[src/rtl/riscv_imm_pkg.sv]
// Shared RV32I/RV64I opcode constants and the immediate-format code used by the decode path.
package riscv_imm_pkg;

   localparam logic [6:0] OPC_OP_IMM = 7'b0010011;
   localparam logic [6:0] OPC_LOAD   = 7'b0000011;
   localparam logic [6:0] OPC_JALR   = 7'b1100111;
   localparam logic [6:0] OPC_STORE  = 7'b0100011;
   localparam logic [6:0] OPC_BRANCH = 7'b1100011;
   localparam logic [6:0] OPC_LUI    = 7'b0110111;
   localparam logic [6:0] OPC_AUIPC  = 7'b0010111;
   localparam logic [6:0] OPC_JAL    = 7'b1101111;
   localparam logic [6:0] OPC_OP     = 7'b0110011;
   localparam logic [6:0] OPC_SYSTEM = 7'b1110011;
   localparam logic [6:0] OPC_FENCE  = 7'b0001111;

   typedef enum logic [2:0] {
      FMT_R = 3'd0,
      FMT_I = 3'd1,
      FMT_S = 3'd2,
      FMT_B = 3'd3,
      FMT_U = 3'd4,
      FMT_J = 3'd5,
      FMT_X = 3'd7
   } fmt_t;

endpackage

[src/rtl/imm_extract.sv]
// Combinational immediate extraction and format classification for one 32-bit instruction.
module imm_extract
   import riscv_imm_pkg::*;
#(
   parameter int XLEN = 32
) (
   input  logic [31:0]     instr,
   output logic [XLEN-1:0] imm,
   output logic [2:0]      fmt,
   output logic            illegal
);

   logic [31:0] imm32;
   fmt_t        fmt_d;

   always_comb begin
      imm32   = '0;
      fmt_d   = FMT_R;
      illegal = 1'b0;
      unique case (instr[6:0])
         OPC_OP_IMM, OPC_LOAD, OPC_JALR, OPC_SYSTEM, OPC_FENCE: begin
            imm32 = {{20{instr[31]}}, instr[31:20]};
            fmt_d = FMT_I;
         end
         OPC_STORE: begin
            imm32 = {{20{instr[31]}}, instr[31:25], instr[11:7]};
            fmt_d = FMT_S;
         end
         OPC_BRANCH: begin
            imm32 = {{19{instr[31]}}, instr[31], instr[7], instr[30:25], instr[11:8], 1'b0};
            fmt_d = FMT_B;
         end
         OPC_LUI, OPC_AUIPC: begin
            imm32 = {instr[31:12], 12'b0};
            fmt_d = FMT_U;
         end
         OPC_JAL: begin
            imm32 = {{11{instr[31]}}, instr[31], instr[19:12], instr[20], instr[30:21], 1'b0};
            fmt_d = FMT_J;
         end
         OPC_OP: begin
            fmt_d = FMT_R;
         end
         default: begin
            fmt_d   = FMT_X;
            illegal = 1'b1;
         end
      endcase
   end

   // All formats are already sign-extended to 32 bits; widen from bit 31 for RV64.
   assign imm = XLEN'($signed(imm32));
   assign fmt = fmt_d;

endmodule

[src/rtl/imm_gen_stage.sv]
// Registered immediate-generation stage: decode into an output register, with a one-entry
// skid register so in_ready depends only on local state.
module imm_gen_stage
   import riscv_imm_pkg::*;
#(
   parameter int XLEN = 32
) (
   input  logic            clk,
   input  logic            n_rst,
   input  logic            flush,
   input  logic            in_valid,
   output logic            in_ready,
   input  logic [31:0]     in_instr,
   input  logic [XLEN-1:0] in_pc,
   output logic            out_valid,
   input  logic            out_ready,
   output logic [31:0]     out_instr,
   output logic [XLEN-1:0] out_pc,
   output logic [XLEN-1:0] out_imm,
   output logic [XLEN-1:0] out_target,
   output logic [2:0]      out_fmt,
   output logic            out_illegal
);

   logic            skid_valid;
   logic [31:0]     skid_instr;
   logic [XLEN-1:0] skid_pc;

   logic [31:0]     sel_instr;
   logic [XLEN-1:0] sel_pc;
   logic [XLEN-1:0] dec_imm;
   logic [2:0]      dec_fmt;
   logic            dec_illegal;

   // The skid holds raw instr/pc only; one extractor decodes whichever source loads the output.
   assign sel_instr = skid_valid ? skid_instr : in_instr;
   assign sel_pc    = skid_valid ? skid_pc    : in_pc;

   imm_extract #(.XLEN(XLEN)) u_extract (
      .instr   (sel_instr),
      .imm     (dec_imm),
      .fmt     (dec_fmt),
      .illegal (dec_illegal)
   );

   assign in_ready   = !skid_valid;
   assign out_target = out_pc + out_imm;

   always_ff @(posedge clk) begin
      if (!n_rst) begin
         out_valid   <= 1'b0;
         skid_valid  <= 1'b0;
         skid_instr  <= '0;
         skid_pc     <= '0;
         out_instr   <= '0;
         out_pc      <= '0;
         out_imm     <= '0;
         out_fmt     <= FMT_R;
         out_illegal <= 1'b0;
      end else if (flush) begin
         out_valid  <= 1'b0;
         skid_valid <= 1'b0;
      end else if (!out_valid || out_ready) begin
         // Output register is free or draining this cycle.
         if (skid_valid || in_valid) begin
            out_valid   <= 1'b1;
            skid_valid  <= 1'b0;
            out_instr   <= sel_instr;
            out_pc      <= sel_pc;
            out_imm     <= dec_imm;
            out_fmt     <= dec_fmt;
            out_illegal <= dec_illegal;
         end else begin
            out_valid <= 1'b0;
         end
      end else if (in_valid && !skid_valid) begin
         skid_valid <= 1'b1;
         skid_instr <= in_instr;
         skid_pc    <= in_pc;
      end
   end

endmodule

[config.mk]
export PLATFORM = sky130hd
export DESIGN_NAME = imm_gen_stage
export DESIGN_NICKNAME = d
export VERILOG_FILES = /design/src/rtl/riscv_imm_pkg.sv /design/src/rtl/imm_extract.sv /design/src/rtl/imm_gen_stage.sv
export SDC_FILE = /design/constraint.sdc
export NUM_CORES = 1
export LEC_CHECK = 0
export ABC_CLOCK_PERIOD_IN_PS = 5200
export BUFFER_PORTS_ARGS = -buffer_cell sky130_fd_sc_hd__buf_2
export CORE_MARGIN = 2
export CORE_UTILIZATION = 54
export CTS_BUF_LIST = sky130_fd_sc_hd__clkbuf_2
export DETAILED_ROUTE_END_ITERATION = 12
export GPL_TIMING_DRIVEN = 0
export PLACE_DENSITY = 0.78
export SYNTH_ARGS = -nofsm -noshare
export SYNTH_HDL_FRONTEND = slang
export SYNTH_HIERARCHICAL = 1
export SYNTH_SLANG_ARGS = --single-unit
[constraint.sdc]
create_clock -name clk -period 5.2 [get_ports clk]
set_clock_uncertainty 0.1 [all_clocks]
set_input_delay 0.78 -clock clk [delete_from_list [all_inputs] [get_ports clk]]
set_output_delay 0.78 -clock clk [all_outputs]
set_load 0.01 [all_outputs]
### Word level (Yosys, flattened, before mapping)

Index checks and enable logic that the tools add are counted.

* bits in registers: 166

* add/sub/neg operators: 1
* eq/ne operators: 12
* muxes and demuxes: 9
* bitwise gates (word level): 3
* reductions and logical operators: 13

Operator list (count)
* case mux 32 bit (5 select lines): 1
* 2-to-1 mux 32 bit: 2
* adder 32 bit: 1
* equality test 7 bit, second input constant: 4
* equality test 7 x 6 -> 1 bit, second input constant: 3
* case mux 3 bit (6 select lines): 1
* equality test 7 x 5 -> 1 bit, second input constant: 2
* OR reduction 11 bit: 1
* equality test 7 x 2 -> 1 bit, second input constant: 1
* equality test 7 x 4 -> 1 bit, second input constant: 1
* AND reduction 3 bit: 2
* 2-to-1 mux 1 bit: 5
* OR reduction 5 bit: 1
* OR reduction 2 bit: 2
* inverter 1 bit: 3
* zero test 1 bit: 2
* logical OR 1 bit: 2
* != test 2 x 1 -> 1 bit, second input constant: 1
* AND reduction 2 bit: 1
* nonzero test 2 bit: 1
* logical AND 1 bit: 1

### Longest topological paths before layout

* depth in word-level cells: 4
* gate-level depth with buffers: 11
* depth with buffers taken out: 9

### By module

Netlist, hierarchy kept.

By module, submodules not included
* imm_gen_stage: times used 1, cells each 996, area an instance 8391.8 sq um, sequential area each 3323.2 sq um
* imm_extract: times used 1, cells each 103, area an instance 686.9 sq um, sequential area each 0.0 sq um

### Worst setup path after synthesis

Ideal clock, no wire load.

* path kind: register to output
* from: register out_pc[0]
* to: output out_target[26]
* arrival time: 2418 ps
* required time: 4320 ps
* slack: 1902 ps
* cell stages (with the launch flop): 10
* path buffers: 0
* cell sequence: dfxtp_1 > ha_1 > fa_1 > a21o_1 > a221oi_2 > or4_1 > nand3_2 > a211oi_2 > o21ai_1 > xor2_1

* longest elaborated chain between the ends: 1

RTL lines
* from (decl): line imm_gen_stage.sv:18 `output logic [XLEN-1:0] out_pc,`
* from (signal assigned): line imm_gen_stage.sv:69 `out_pc <= sel_pc;`
* adder 32 bit: line imm_gen_stage.sv:47 `assign out_target = out_pc + out_imm;`
* to (decl): line imm_gen_stage.sv:20 `output logic [XLEN-1:0] out_target,`

Every way passes these cells.

### Worst setup path in the final report

* from: register out_pc[0]
* to: output out_target[28]

The elaborated chain is that of the path after synthesis.

==> impl_metrics.xml <==
<?xml version="1.0" encoding="UTF-8"?>
<metrics>
  <group name="run_status">
    <metric name="run_status" unit="">complete, no violations</metric>
  </group>
  <group name="timing">
    <metric name="final.setup.tns" unit="ps">0</metric>
    <metric name="grt_setup_unrepaired" unit="">no</metric>
    <metric name="layout_min_cycle_time" unit="ps">4720</metric>
    <metric name="final-hold-violation-count" unit="">0</metric>
    <metric name="finalSetupViolCount" unit="">0</metric>
    <metric name="maxSlewHeadroom" unit="%">41.5</metric>
    <metric name="timing_max_transition_violations_final" unit="">0</metric>
    <metric name="maximum_operating_frequency" unit="MHz">212</metric>
    <metric name="final_min_period_over_clock_period" unit="%">90.8</metric>
    <metric name="tightest_slew" unit="ps">871</metric>
    <metric name="worst_slack" unit="ps">481</metric>
  </group>
  <group name="logic_synthesis">
    <metric name="yosysUniqueCellTypes" unit="">65</metric>
    <metric name="yosysSeqAreaShare" unit="%">36.6</metric>
    <metric name="yosys_warnings" unit="">6</metric>
    <metric name="synthesis.instances" unit="">1099</metric>
    <metric name="postSynth.asyncResetShare" unit="%">0</metric>
    <metric name="syn-mean-instance-area" unit="um^2">8.26</metric>
    <metric name="synthesis.nets" unit="">1200</metric>
    <metric name="netlist_area" unit="um^2">9080</metric>
    <metric name="ys_dominant_reg_cell" unit="">dfxtp_1</metric>
    <metric name="postSynthRegisterBits" unit="">166</metric>
    <metric name="edff_count_synth" unit="">0</metric>
  </group>
  <group name="placed_design">
    <metric name="gp_routability_congestion" unit="">0.912</metric>
    <metric name="worst_setup_slack_after_placement" unit="ps">1370</metric>
    <metric name="place.port_buffers" unit="">201</metric>
    <metric name="numPlacedInstances" unit="">1520</metric>
    <metric name="detailed_place_hpwl" unit="um">20100</metric>
  </group>
  <group name="routing">
    <metric name="drtIter0Drc" unit="">634</metric>
    <metric name="drc_violation_count_after_routing" unit="">0</metric>
    <metric name="drtPass1Iterations" unit="">5</metric>
    <metric name="met3RoutedLength" unit="um">2060</metric>
    <metric name="wire_per_inst" unit="um">16.9</metric>
    <metric name="wl_met1" unit="um">11500</metric>
    <metric name="routed-via-count" unit="">8707</metric>
    <metric name="routed_via_density" unit="">5.61</metric>
    <metric name="met2_wirelength" unit="um">12100</metric>
    <metric name="drt-total-wl" unit="um">26200</metric>
    <metric name="antenna_violating_nets_post_route" unit="">0</metric>
    <metric name="highest_metal_layer_used_by_the_detailed_router" unit="">met4</metric>
  </group>
  <group name="pwr">
    <metric name="power_density_normalized_to_cell_area" unit="nW/um^2">234</metric>
    <metric name="irDropWorstVdd" unit="mV">0.150</metric>
    <metric name="total_leakage_power" unit="nW">4.93</metric>
  </group>
  <group name="global_routing">
    <metric name="grt.total_usage" unit="%">29.1</metric>
    <metric name="wire_length_of_the_first_global_routing_pass" unit="um">41100</metric>
    <metric name="antenna_found_initial" unit="">1</metric>
    <metric name="aggregate_global_routing_overflow" unit="">0</metric>
    <metric name="grt_pass1_vias" unit="">8080</metric>
    <metric name="grt_max_degree" unit="">17</metric>
  </group>
  <group name="layout">
    <metric name="multi_input_comb_area" unit="um^2">5400</metric>
    <metric name="areaGrowthSynthToFinish" unit="%">17.1</metric>
    <metric name="fill_count" unit="">1475</metric>
    <metric name="mostFrequentLayoutCells" unit="">nand2_1, buf_2, dfxtp_1</metric>
    <metric name="final_cell_count_no_fill" unit="">1552</metric>
    <metric name="drive_gt1_share" unit="%">22.5</metric>
    <metric name="layout.area.seq" unit="um^2">3320</metric>
    <metric name="layout.cells.most_common" unit="">nand2_1</metric>
    <metric name="nNetsFinal" unit="">1420</metric>
    <metric name="final_util" unit="%">64.4</metric>
  </group>
  <group name="critical_path">
    <metric name="worstPathBufferInverterCount" unit="">1</metric>
    <metric name="cp_cell_sequence" unit="">ha_1 -&gt; fa_1 -&gt; a21o_1 -&gt; a221oi_2 -&gt; o21bai_1 -&gt; o21ai_0 -&gt; a21oi_1 -&gt; a311oi_1 -&gt; xnor2_1 -&gt; buf_2</metric>
    <metric name="worst-path-max-fanout" unit="">4</metric>
    <metric name="worstSetupEndpointType" unit="">primary output</metric>
    <metric name="worst_path_max_delay_cell" unit="">fa_1</metric>
    <metric name="cp.required" unit="ps">4320</metric>
    <metric name="cp-start-kind" unit="">flop</metric>
    <metric name="timing.critical_path.slowest_cell_delay" unit="ps">420</metric>
    <metric name="worstPathArrival" unit="ps">3840</metric>
    <metric name="path_class" unit="">flop to primary output</metric>
    <metric name="critical_path.top_delay_family" unit="">compound AO/OA/AOI/OAI gates</metric>
  </group>
  <group name="floorplanning">
    <metric name="placeableCoreArea" unit="um^2">16500</metric>
    <metric name="floorplan.die_area" unit="um^2">17900</metric>
    <metric name="rows" unit="">47</metric>
    <metric name="floorplan.initialDensity" unit="%">54.9</metric>
    <metric name="die_w" unit="um">134</metric>
    <metric name="boundaryPins" unit="">203</metric>
    <metric name="die-height" unit="um">134</metric>
  </group>
  <group name="clock_tree">
    <metric name="ctsResizeCount" unit="">0</metric>
    <metric name="tritoncts" unit="">yes</metric>
    <metric name="clock_tree.root_cell" unit="">clkbuf_2</metric>
    <metric name="cts.repair_timing.setup_buffer_count" unit="">0</metric>
    <metric name="tritoncts.num_buffers" unit="">17</metric>
    <metric name="clock-sinks" unit="">166</metric>
    <metric name="clk_transition_reported_paths" unit="ps">250</metric>
    <metric name="worstSkewPairLatency" unit="ps">780</metric>
    <metric name="htree_num_levels" unit="">4</metric>
    <metric name="cts-root-to-sink-buffers" unit="">2</metric>
    <metric name="cts_hold_repair.buffers" unit="">0</metric>
  </group>
  <group name="hold_path">
    <metric name="hold_class" unit="">primary input to flop</metric>
  </group>
  <group name="flow_run">
    <metric name="cap_violations" unit="">0</metric>
  </group>
</metrics>
## area by class of cell
type / instances / share of cell area (%)
inverter: 8 / 0.282
multi-input combinational: 849 / 50.8
sequential: 166 / 31.2
clock inverter: 13 / 1.72
tap: 220 / 2.59
timing repair buffer: 201 / 9.46
antenna: 1 / 0.0235
clock buffer: 18 / 0.847
buffer: 76 / 3.05
## routing by layer
layer / vias to the layer above / global-route usage [%]
li1: 4254 / -
met1: 4075 / 37.7
met2: 335 / 48.8
met3: 43 / 6.58
met4: 0 / 8.57
met5: - / 0
## cell families after synthesis
| family | Yosys count | synth area share [%] |
|---|---|---|
| AO/OA/AOI/OAI | 311 | 25.7 |
| multiplexers | 64 | 7.50 |
| buffers and inverters | 84 | 3.90 |
| flip-flops | 166 | 36.6 |
| adder cells (fa/ha/maj) | 32 | 4.49 |
| XOR/XNOR | 29 | 2.80 |
| AND/OR/NAND/NOR | 413 | 19.0 |
## worst paths after layout
kind	slack [ps]	from	to	cells after the start
hold reg to reg	370	skid_instr[1]	skid_instr[1]	2
setup / recovery	480	out_pc[0]	out_target[28]	10
hold / removal	110	in_instr[12]	skid_instr[12]	3
setup reg to reg	1880	skid_valid	out_imm[19]	10
## stage by stage
stage / hold WS, ps / cell area [um^2] / power [mW]
floorplan: 340 / 9080 / 1.59
global placement: 347 / 10400 / 1.74
detailed placement: 354 / 10400 / 1.74
CTS: 49.3 / 10600 / 2.50
global route: 39.6 / 10600 / 2.59
finish: 113 / 10600 / 2.49
## worst min-delay path: cells and delay by family
kind	cells	cell delay (ps)
buf+inv	1	100
compound gates	1	60
simple gates	1	40
## cell usage after synthesis, drive strengths merged, types with 5 or more instances
| cell type | n | area share (%) |
|---|---|---|
| a211oi | 8 | 0.72 |
| a21boi | 133 | 11 |
| a21o | 33 | 2.7 |
| a21oi | 36 | 2.1 |
| a31oi | 6 | 0.48 |
| and2 | 10 | 0.69 |
| and3 | 6 | 0.41 |
| buf | 22 | 1.3 |
| clkbuf | 54 | 2.2 |
| dfxtp | 166 | 37 |
| ha | 31 | 4.3 |
| inv | 8 | 0.33 |
| mux2 | 32 | 4.0 |
| mux2i | 32 | 3.5 |
| nand2 | 322 | 13 |
| nand2b | 8 | 0.55 |
| nand3 | 10 | 0.66 |
| nand4 | 9 | 0.62 |
| nor2 | 24 | 0.99 |
| nor2b | 5 | 0.43 |
| nor3 | 9 | 0.50 |
| o211a | 33 | 3.6 |
| o211ai | 5 | 0.47 |
| o21ai | 29 | 1.6 |
| o22ai | 5 | 0.48 |
| xnor2 | 13 | 1.3 |
| xor2 | 16 | 1.5 |
## sequential cells by signal, indices dropped and copies added (netlist names)
signal       count
out_fmt          3
out_illegal      1
out_imm         32
out_instr       32
out_pc          32
out_valid        1
skid_instr      32
skid_pc         32
skid_valid       1
## power by group
group / switching (mW) / internal, mW / leakage, nW
Sequential: 0.0287 / 1.31 / 1.35
Clock: 0.453 / 0.315 / 0.164
Combinational: 0.227 / 0.154 / 3.42
Total: 0.709 / 1.78 / 4.93
Power figures use the tool's default switching activity.
